$ cat src/rtl/sub_alu.sv
// sub_alu: registered signed subtractor producing Result and {N,Z,C,V} flags,
// with selectable flag update and a one-cycle valid strobe per capture.
module sub_alu #(
  parameter int WIDTH = 32
) (
  input  logic             clk,
  input  logic             rst,
  input  logic [WIDTH-1:0] In1,
  input  logic [WIDTH-1:0] In2,
  input  logic [3:0]       Flag,
  input  logic             S,
  input  logic             en,
  output logic [WIDTH-1:0] Result,
  output logic [3:0]       New_Flag,
  output logic             valid
);
  logic [WIDTH:0]   w_d;
  logic [WIDTH-1:0] w_res;
  logic [3:0]       w_flag;
  logic [WIDTH-1:0] r_result;
  logic [3:0]       r_flag;
  logic             r_valid;
  // Carry-out of the widened add is the inverted borrow.
  assign w_d    = {1'b0, In1} + {1'b0, ~In2} + (WIDTH+1)'(1);
  assign w_res  = w_d[WIDTH-1:0];
  assign w_flag = S ? {w_res[WIDTH-1], w_res == '0, w_d[WIDTH],
                       (In1[WIDTH-1] != In2[WIDTH-1]) && (w_res[WIDTH-1] != In1[WIDTH-1])}
                    : Flag;
  always_ff @(posedge clk or posedge rst) begin
    if (rst) begin
      r_result <= '0;
      r_flag   <= '0;
      r_valid  <= 1'b0;
    end else begin
      r_valid <= en;
      if (en) begin
        r_result <= w_res;
        r_flag   <= w_flag;
      end
    end
  end
  assign Result   = r_result;
  assign New_Flag = r_flag;
  assign valid    = r_valid;
endmodule

$ cat config.mk
export PLATFORM = sky130hd
export DESIGN_NAME = sub_alu
export DESIGN_NICKNAME = d
export VERILOG_FILES = /design/src/rtl/sub_alu.sv
export SDC_FILE = /design/constraint.sdc
export NUM_CORES = 1
export LEC_CHECK = 0
export CAP_MARGIN = 20
export CORE_MARGIN = 4
export CORE_UTILIZATION = 35
export CTS_CLUSTER_DIAMETER = 40
export DETAILED_ROUTE_END_ITERATION = 16
export SLEW_MARGIN = 25
export SYNTH_ARGS = -nofsm -noshare
export SYNTH_HDL_FRONTEND = slang
export SYNTH_SLANG_ARGS = --single-unit
$ cat constraint.sdc
create_clock -name clk -period 1.9 [get_ports clk]
set_clock_uncertainty 0.1 [all_clocks]
set_input_delay 0.19 -clock clk [delete_from_list [all_inputs] [get_ports clk]]
set_output_delay 0.19 -clock clk [all_outputs]
set_load 0.01 [all_outputs]
==> flow_summary.toml, run 1 <==
[run_status]
outcome = "complete, but fails checks"
failed_checks = "setup timing"

[synthesis]
yosysUniqueCellTypes = 70
post_synth_instance_area_um2 = 3745
synth_simple_gate_area_share_pct = 20.18
post_synth_xor_area_fraction_pct = 4.911
synth.net_count = 562
dominantRegCellSynth = "dfrtp_1"
synth_top_family_by_area = "compound AO/OA/AOI/OAI gates"
synth_compound_area_share_pct = 26.43
ys_seq_area_share_pct = 24.72
yosys.area_share.adder_pct = 11.23
ys_async_sr_fraction_pct = 100.0
postSynthRegisterBits = 37
number_of_enable_flip_flop_cells_after_synthesis = 0
synthesis.yosys.warnings = 0
post_synth_inst_count = 457
average_size_of_a_mapped_cell_um2 = 8.194
proportion_of_synthesized_area_in_mux_cells_pct = 4.978

[sta]
final-max-slew-violation-count = 0
setup-tns-final_ns = -7.861
period_needed_ns = 2.579
fin_worst_hold_slack_ns = 0.1573
final_min_period_over_clock_period_pct = 135.7
worst_pin_slew_ns = 0.4979
worst_slew_margin_relative_to_its_limit_pct = 66.80
worst_slack_ns = -0.6785
grt_setup_unrepaired = "yes"
clock.fmax_ghz = 0.3878
report.final.setup_viol = 23
finalHoldViolCount = 0

[drt]
drc = 0
drt_pass1_iterations = 4
detail_route.wl_per_cell_um = 15.75
top_layer_used = "met4"
drtAntennaViolNets = 0
drt-total-wl_um = 13600
detail_route.iter0.violations = 170
dr_wl_met2_um = 7108
wl_met3_um = 675
routed-via-count = 4477
detail_route.vias_per_cell = 5.188
detail_route.wirelength.met1_um = 5466

[power_and_ir_drop]
swShare_pct = 35.99
seq_power_share_pct = 23.8
power_density_nw_per_um2 = 602.2
comb_power_share_pct = 59.9
p_clk_share_pct = 16.3
switchingPower_mw = 1.586
worst_ir_drop_vdd_mv = 0.3643
cellLeakagePower_nw = 3.295
post_route_total_power_mw = 4.406
internal-power_mw = 2.820

[worst_setup_path]
worst-r2r-setup-slack_ns = -0.29
path_buf_inv = 3
timing.critical_path.slowest_stage_cell = "fa_2"
critPathMaxFanout = 3
total_number_of_cells_along_the_worst_setup_path = 15
critical_path.endpoint_type = "flip-flop"
timing.critical_path.mode_cell = "nand4_1"
cell_depth_of_the_worst_flop_to_flop_path = 10
data_arrival_critical_path_ns = 2.71
worstReg2RegEnd = "New_Flag[2]"
cp_top_family = "simple AND/OR/NAND/NOR gates"
worstPathCellList = "buf_8 -> inv_8 -> ha_4 -> fa_2 -> nand2b_4 -> a21oi_4 -> buf_4 -> o22ai_1 -> a221oi_2 -> o2111ai_1 -> nor4_2 -> nand4_1 -> nor4b_4 -> nand4_1 -> nand2_1"
critical-path-max-stage-delay_ns = 0.36
setup.worst_path.start_class = "primary input"
reg_to_reg_start = "New_Flag[2]"
critPathKind = "primary input to flip-flop"
worstPathRequired_ns = 2.04

[finish]
area_growth_pct = 95.39
post_route_cells_drive_above_1_share_pct = 49.11
num_antenna_cells = 0
number_of_nets_at_the_end_of_the_flow = 831
final_non_filler_cells = 863

[clocking]
cts_max_level = 2
clock_sinks = 37
cts_max_path_buffers = 2
clock_insertion_delay_worst_skew_ns = 0.30
clk_pin_slew_ns = 0.09
cts_root_buffer = "clkbuf_8"
cts_hold_buffers = 0
number_of_buffers_inserted_during_clock_tree_synthesis = 5
tritoncts_clock_tree = "done"

[flow_run]
cap_violations = 0

[die]
pin_count = 109
row_count = 37
die_w_um = 111.4
floorplan.initialDensity_pct = 36.11
die-area_um2 = 12420
die_height_um = 111.4
core_region_area_um2 = 10370

[global_route]
gr-total-overflow = 0
grt_pass1_vias = 4642
grt_total_usage_pct = 21.17
grt_first_pass_wirelength_um = 22140
antenna_found_initial = 0
grt_start_max_net_pins = 38

[place]
count_of_port_buffers_added_during_placement = 108
gp_routability_congestion = 0.9024
post-place-ws_ns = -1.527
post-place-cells = 807
dp.final_hpwl_um = 9664

[worst_hold_path]
launch_point_of_the_worst_hold_path = "In2[0]"
worst_hold_path.endpoint = "Result[0]"
hp-class = "primary input to flip-flop"
hold_depth = 4
-- what timing repair did --
item / 4_1_cts / 5_1_grt
endpoints found under the setup margin: 32 / 26
setup buffers: 46 / 8
pin swaps: 104 / 57
cloned: 0 / 0
gates resized for setup: 235 / 57
-- cells in the mapped netlist (4+ instances only) --
| master | count | share of area, % |
|---|---|---|
| nand2b_1 | 6 | 1.0 |
| xnor2_1 | 12 | 2.8 |
| nor4_1 | 4 | 0.67 |
| nand4_1 | 7 | 1.2 |
| o21ai_0 | 25 | 3.3 |
| nand2_1 | 42 | 4.2 |
| a21oi_2 | 4 | 0.94 |
| dfrtp_1 | 37 | 25 |
| buf_4 | 6 | 1.2 |
| ha_1 | 32 | 11 |
| xor2_1 | 9 | 2.1 |
| a21o_1 | 14 | 2.8 |
| a21oi_1 | 35 | 4.7 |
| nor2_1 | 39 | 3.9 |
| o211ai_1 | 4 | 0.80 |
| o31a_1 | 5 | 1.2 |
| nor3_1 | 13 | 1.7 |
| nand3_1 | 7 | 0.94 |
| inv_1 | 44 | 4.4 |
| o211a_1 | 4 | 1.1 |
| and2_1 | 5 | 0.84 |
| mux2_2 | 13 | 3.9 |
| mux2i_1 | 4 | 1.1 |
| and3_1 | 6 | 1.0 |
| a31oi_1 | 5 | 0.84 |
| clkbuf_1 | 13 | 1.3 |
| o21bai_1 | 4 | 0.80 |
-- power groups by stage --
stage	Sequential (mW)	Clock, mW	Combinational [mW]
global route	1.07	0.768	2.83
global placement	1.06	0	2.02
detailed placement	1.06	0	2.05
CTS	1.05	0.727	2.48
floorplan	1.11	0	0.908
finish	1.05	0.719	2.64
-- worst reg2reg max path, stage by stage, from the launching register on --
cell and delay [ns]:
dfrtp_1 0.38, o2111ai_1 0.13, nor2_1 0.12, o211ai_1 0.11
a221oi_2 0.19, o2111ai_1 0.18, nor4_2 0.25, nand4_1 0.18
nor4b_4 0.31, nand4_1 0.12, nand2_1 0.08
-- through the flow --
stage          instance area [µm²]  utilization, %
3_5_place_dp                  5993           57.79
3_3_place_gp                  5993           57.79
2_1_floorplan                 3895               -
5_1_grt                       7317           70.56
4_1_cts                       7073           68.21
6_report                      7317           70.56
-- layout by cell type, fill, tap and decap left out, drive strengths merged, types with 5 or more instances in the layout --
cell type and instances:
a21o 14, a21oi 40, a31oi 5, and2 5, and3 6, buf 190
clkbuf 10, clkdlybuf4s15 6, clkdlybuf4s50 66, dfrtp 37, dlygate4sd2 18, ha 32
inv 44, mux2 13, nand2 42, nand2b 6, nand3 7, nand4 7
nor2 39, nor3 14, nor4 6, o211ai 7, o21ai 26, o31a 6
xnor2 12, xor2 9
-- state kept, by name, indices dropped and copies added (netlist names) --
signal,flops
valid,1
New_Flag,4
Result,32
-- routing by layer --
metal / vias to the layer above / track usage, %
met4: 0 / 6.245
met1: 2115 / 24.52
met3: 30 / 2.880
li1: 2176 / -
met2: 156 / 40.25
met5: - / 0
-- cells by family after synthesis --
family	Yosys count
xor gates and xnor gates	21
adders and majority gates	33
buffers and inverters	67
muxes	17
DFF	37
AOI/OAI and AO/OA	135
and+or+nand+nor	147
-- area by class of cell --
class | instances | area (µm²)
multi-input combinational | 353 | 3488
clock buffer | 5 | 68.82
tap | 136 | 170.2
clock inverter | 3 | 46.29
timing repair buffer | 285 | 2437
sequential | 37 | 925.9
fill | 807 | 3053
inverter | 44 | 180.2
-- worst max path at each step --
stage                   to  slack, ns    from
2_1_floorplan  New_Flag[2]      -0.56  In1[0]
3_5_place_dp   New_Flag[2]      -1.53  In1[0]
3_3_place_gp   New_Flag[2]      -1.42  In1[0]
6_report       New_Flag[2]      -0.68  In1[0]
5_1_grt        New_Flag[2]      -0.86  In1[0]
4_1_cts        New_Flag[2]      -0.67  In2[3]
Note: power is estimated with default switching activity, not from simulation.
==> inputs of run 2 (changes only) <==
ABC_AREA = 1   (was unset)
==> run 2 against run 1 <==
The run still ends with setup timing left; synthesized area rose by 12%; global-route usage rose by 1.0 points; synthesized cell count rose by 60%; utilization rose by 4.4 points; non-clock buffer count fell by 1; largest power group unchanged; count of clock-buffer cells in the layout rose by 2.
==> flow_summary.toml, run 2 <==
[run_status]
outcome = "complete, but fails checks"
failed_checks = "setup timing"

[worst_setup_path]
timing.critical_path.slowest_stage_cell = "fa_2"
setup.worst_path.start_class = "primary input"
critPathKind = "primary input to flip-flop"
critical-path-max-stage-delay_ns = 0.36
total_number_of_cells_along_the_worst_setup_path = 17
cp_top_family = "simple AND/OR/NAND/NOR gates"
critical_path.endpoint_type = "flip-flop"
critPathMaxFanout = 4
data_arrival_critical_path_ns = 2.10
worstPathCellList = "buf_8 -> inv_8 -> ha_4 -> fa_2 -> inv_2 -> nand3_4 -> nand2_4 -> nand2_4 -> nand2_8 -> nand3_4 -> nand4_1 -> nand2_1 -> nor2_1 -> nand2_1 -> nor2_2 -> nand3_2 -> a21oi_2"
worstPathRequired_ns = 2.01
cell_depth_of_the_worst_flop_to_flop_path = 2
path_buf_inv = 3

[power_and_ir_drop]
post_route_total_power_mw = 4.759
worst_ir_drop_vdd_mv = 0.3071
power_density_nw_per_um2 = 549.4
cellLeakagePower_nw = 4.508

[finish]
layout.cells.most_common = "buf_4"
layout.cells.most_common_list = "buf_4 (150), nand2_2 (107), nand2_1 (107)"
largest_register_ff_count = 32
area_growth_pct = 106.1
final_design_area_no_fill_um2 = 8663
post_route_cells_drive_above_1_share_pct = 61.12
num_antenna_cells = 0
post-route-util_pct = 74.91
number_of_nets_at_the_end_of_the_flow = 1120

[clocking]
cts_max_level = 2
clock_sinks = 37
cts_hold_buffers = 0
cts_max_path_buffers = 2
cts_root_buffer = "clkbuf_16"
clk_pin_slew_ns = 0.05
tritoncts_clock_tree = "done"
number_of_buffers_inserted_during_clock_tree_synthesis = 5
clock_insertion_delay_worst_skew_ns = 0.28

[synthesis]
synth_largest_area_cell = "nand2_1"
post_synth_inst_count = 732
ys_async_sr_fraction_pct = 100.0
synthMostInstantiatedCell = "nand2_1"
synth.net_count = 837
post_synth_instance_area_um2 = 4203
synthesis.yosys.warnings = 0
number_of_enable_flip_flop_cells_after_synthesis = 0
netlist_top_cells_area = "nand2_1 (23%), dfrtp_1 (22%), inv_1 (15%)"
yosysTopAreaCellShare_pct = 22.51
yosysUniqueCellTypes = 26
ys_seq_area_share_pct = 22.03
average_size_of_a_mapped_cell_um2 = 5.742
postSynthRegisterBits = 37
synth_top_cells_by_count = "nand2_1 (252), inv_1 (164), nor2_1 (73)"
dominantRegCellSynth = "dfrtp_1"

[die]
row_count = 39
die-area_um2 = 13830
pin_count = 109
die_w_um = 117.6
core_region_area_um2 = 11560
floorplan.initialDensity_pct = 36.34
die_height_um = 117.6

[sta]
worst_pin_slew_ns = 0.4684
final_min_period_over_clock_period_pct = 104.9
grt_setup_unrepaired = "yes"
clock.fmax_ghz = 0.5018
setup-tns-final_ns = -0.1264
worst_slack_ns = -0.09282
final-max-slew-violation-count = 0
period_needed_ns = 1.993
finalHoldViolCount = 0
report.final.setup_viol = 2
worst_slew_margin_relative_to_its_limit_pct = 68.77

[global_route]
grt_start_max_net_pins = 38
grt_first_pass_wirelength_um = 25700
grt_total_usage_pct = 22.18
grt_pass1_vias = 5470
antenna_found_initial = 0
gr-total-overflow = 0

[drt]
drt_pass1_iterations = 5
detail_route.wl_per_cell_um = 14.77
drc = 0
drtAntennaViolNets = 0
routed-via-count = 5579
detail_route.vias_per_cell = 4.814
drt-total-wl_um = 17120
detail_route.iter0.violations = 289

[worst_hold_path]
hp-class = "primary input to flip-flop"
hold_depth = 3

[place]
count_of_port_buffers_added_during_placement = 108
dp.final_hpwl_um = 12110
postPlaceCellArea_um2 = 6321
gp_routability_congestion = 0.8853

[flow_run]
cap_violations = 0
run 2: changes by cell type in the layout (fill, tap and decap cells not counted), sizes merged, moves of 14 or more:
cell | previous run | this run
dlygate4sd2 | 18 | 2
inv | 44 | 168
nand3 | 7 | 43
a21oi | 40 | 23
nand2 | 42 | 271
nor2 | 39 | 84
clkdlybuf4s50 | 66 | 46
a31oi | 5 | 20
clkbuf | 10 | 46
a21o | 14 | 0
run 2: repair_timing:
item | 4_1_cts | 5_1_grt
pin swaps | 91 | 190
setup buffers | 32 | 35
gates resized for setup | 342 | 321
endpoints found under the setup margin | 30 | 13
run 2: cells by family (layout without fill, tap and decap cells):
kind of cell               after synthesis  count (layout)  synth area share, %
AOI/OAI and AO/OA                       66              66                8.842
xor gates and xnor gates                 5               5                1.042
adders and majority gates               33              33                10.00
buffers and inverters                  176             460                15.72
DFF                                     37              37                22.03
and+or+nand+nor                        415             415                42.36
run 2: power breakdown:
part           switching [mW]  total (mW)  internal (mW)  leakage [nW]
clock network           0.305       0.860          0.555        0.0799
registers              0.0776       0.992          0.914         0.432
logic                    1.46        2.91           1.45          4.00
run 2: final timing paths:
path / startpoint / endpoint / slack (ns)
min: In2[0] / Result[0] / 0.13
max reg2reg: Result[24] / Result[24] / 1.05
min reg2reg: Result[11] / Result[11] / 0.38
min in group asynchronous: rst / valid / 0.21
max in group asynchronous: rst / Result[9] / 1.15
max: In1[0] / New_Flag[2] / -0.09
run 2: final cells by class:
cell class | instances | area (µm²)
Tap cell | 143 | 178.9
Multi-Input combinational cell | 519 | 4358
Clock inverter | 1 | 5.005
Timing Repair Buffer | 284 | 2387
Sequential cell | 37 | 925.9
Inverter | 168 | 655.6
Fill cell | 901 | 2902
Clock buffer | 7 | 152.6
run 2: layer usage:
metal,vias up,wire length (µm),global-route usage [%]
li1,2794,-,-
met1,2608,7588,29.27
met2,151,8557,38.48
met3,26,647,1.682
met4,0,329,7.326
met5,-,0,0
run 2: metrics by stage:
step	std cells	setup WS [ns]	hold WS, ns
after floorplan	732	-0.05252	0.1214
after global placement	1088	-0.8019	0.3647
after detailed placement	1088	-0.8436	0.3721
after CTS	1126	-0.1646	0.1702
after global routing	1159	-0.2204	0.1269
final	1159	-0.09282	0.1296
run 2: worst reg2reg max path: cells and delay by family (launching register included):
| kind | cells | cell delay (ns) |
|---|---|---|
| flops | 1 | 0.38 |
| simple gates | 1 | 0.21 |
| compound gates | 1 | 0.04 |
==> inputs of run 3 (changes only) <==
CORE_ASPECT_RATIO = 0.6   (was unset)
==> run 3 against run 2 <==
Non-clock buffer count down 5; the flow still finishes with violations (setup timing); critical path type unchanged; sequential power is essentially flat; combinational power down 2%; utilization is 2.5 points lower.
==> flow_summary.toml, run 3 (synthesis results as in run 2) <==
[run_status]
outcome = "complete, but fails checks"
failed_checks = "setup timing"

[clocking]
cts_max_path_buffers = 2
clk_pin_slew_ns = 0.05
clock_insertion_delay_worst_skew_ns = 0.27
number_of_buffers_inserted_during_clock_tree_synthesis = 5
clock_sinks = 37
cts_hold_buffers = 0
cts_root_buffer = "clkbuf_16"
tritoncts_clock_tree = "done"
cts_max_level = 2

[worst_setup_path]
worstPathCellList = "buf_8 -> inv_8 -> ha_4 -> fa_2 -> inv_2 -> nand3_4 -> nand2_4 -> buf_6 -> nand4_1 -> nand4_1 -> nand2_1 -> nor2_2 -> nand2_1 -> nor2_1 -> nand3_1 -> a21oi_2"
critPathKind = "primary input to flip-flop"
data_arrival_critical_path_ns = 2.13
critPathMaxFanout = 4
setup.worst_path.start_class = "primary input"
cell_depth_of_the_worst_flop_to_flop_path = 2
critical_path.endpoint_type = "flip-flop"
cp_top_family = "simple AND/OR/NAND/NOR gates"
path_buf_inv = 4
worstPathRequired_ns = 2.01
timing.critical_path.slowest_stage_cell = "fa_2"
critical-path-max-stage-delay_ns = 0.42
total_number_of_cells_along_the_worst_setup_path = 16

[sta]
report.final.setup_viol = 4
grt_setup_unrepaired = "yes"
worst_slack_ns = -0.1257
worst_slew_margin_relative_to_its_limit_pct = 68.36
period_needed_ns = 2.026
final-max-slew-violation-count = 0
clock.fmax_ghz = 0.4937
final_min_period_over_clock_period_pct = 106.6
finalHoldViolCount = 0
setup-tns-final_ns = -0.3416
fin_worst_hold_slack_ns = 0.1272
worst_pin_slew_ns = 0.4746

[drt]
detail_route.wl_per_cell_um = 15.18
drc = 0
drtAntennaViolNets = 0
drt_pass1_iterations = 5
detail_route.vias_per_cell = 4.755
drt-total-wl_um = 17760
routed-via-count = 5563
detail_route.iter0.violations = 304

[finish]
layout.cells.most_common = "buf_4"
largest_register_ff_count = 32
layout.cells.most_common_list = "buf_4 (147), nand2_1 (141), inv_1 (104)"
final_design_area_no_fill_um2 = 8349
seqCellArea_um2 = 925.9
num_antenna_cells = 0
multi_input_area_um2 = 4143
fillCellCount = 936
final_non_filler_cells = 1170
post-route-util_pct = 72.45
area_growth_pct = 98.66
post_route_cells_drive_above_1_share_pct = 54.26
number_of_nets_at_the_end_of_the_flow = 1115

[die]
die_w_um = 149.5
pin_count = 109
floorplan.initialDensity_pct = 36.47
die_height_um = 92.88
row_count = 30
die-area_um2 = 13880
core_region_area_um2 = 11520

[global_route]
grt_first_pass_wirelength_um = 26850
grt_total_usage_pct = 24.20
gr-total-overflow = 0
grt_pass1_vias = 5365
grt_start_max_net_pins = 38
antenna_found_initial = 0

[power_and_ir_drop]
power_density_nw_per_um2 = 555.8
worst_ir_drop_vdd_mv = 0.3139
post_route_total_power_mw = 4.641
cellLeakagePower_nw = 4.308

[flow_run]
cap_violations = 0

[place]
dp.final_hpwl_um = 13180
post-place-cells = 1107
gp_routability_congestion = 0.9393
count_of_port_buffers_added_during_placement = 108
post-place-ws_ns = -0.8734
postPlaceCellArea_um2 = 6345

[worst_hold_path]
hold_depth = 3
hp-class = "primary input to flip-flop"
==> run 3: worst reg2reg max path, stage by stage, from the launching register on <==
cell and delay [ns]:
dfrtp_1 0.38, nor2_1 0.18, a31oi_4 0.04
==> run 3: per-layer routing <==
metal / track usage, % / share of wire [%] / vias to the layer above
met2: 36.69 / 43 / 179
met5: 0 / 0 / -
met4: 3.656 / 1.3 / 0
li1: - / - / 2788
met1: 37.60 / 49 / 2578
met3: 2.249 / 7.2 / 18
==> run 3: final cells by class <==
type | count | area share (%)
inverter | 168 | 7.793
sequential | 37 | 11.09
timing repair buffer | 279 | 27.39
clock buffer | 7 | 1.708
multi-input combinational | 519 | 49.62
tap | 160 | 2.398
==> run 3: where the power goes <==
group	internal [mW]	total, mW	switching [mW]
clock	0.514	0.804	0.290
sequential	0.915	1.00	0.0854
combinational	1.42	2.84	1.42
==> run 3: final timing paths <==
| check | from | endpoint | slack, ns |
|---|---|---|---|
| max | In1[0] | New_Flag[2] | -0.13 |
| min | In2[0] | Result[0] | 0.13 |
| max reg2reg | Result[22] | Result[22] | 1.07 |
| min reg2reg | Result[11] | Result[11] | 0.39 |
| max in group asynchronous | rst | valid | 1.13 |
| min in group asynchronous | rst | Result[9] | 0.23 |
==> run 3: timing repair <==
| item | in CTS | in global routing |
|---|---|---|
| resized for setup | 445 | 156 |
| endpoints found under the hold margin | 0 | 0 |
| buffers inserted | 46 | 13 |
| pin swaps | 159 | 96 |
| gates cloned | 0 | 0 |
| setup endpoints to repair | 30 | 11 |
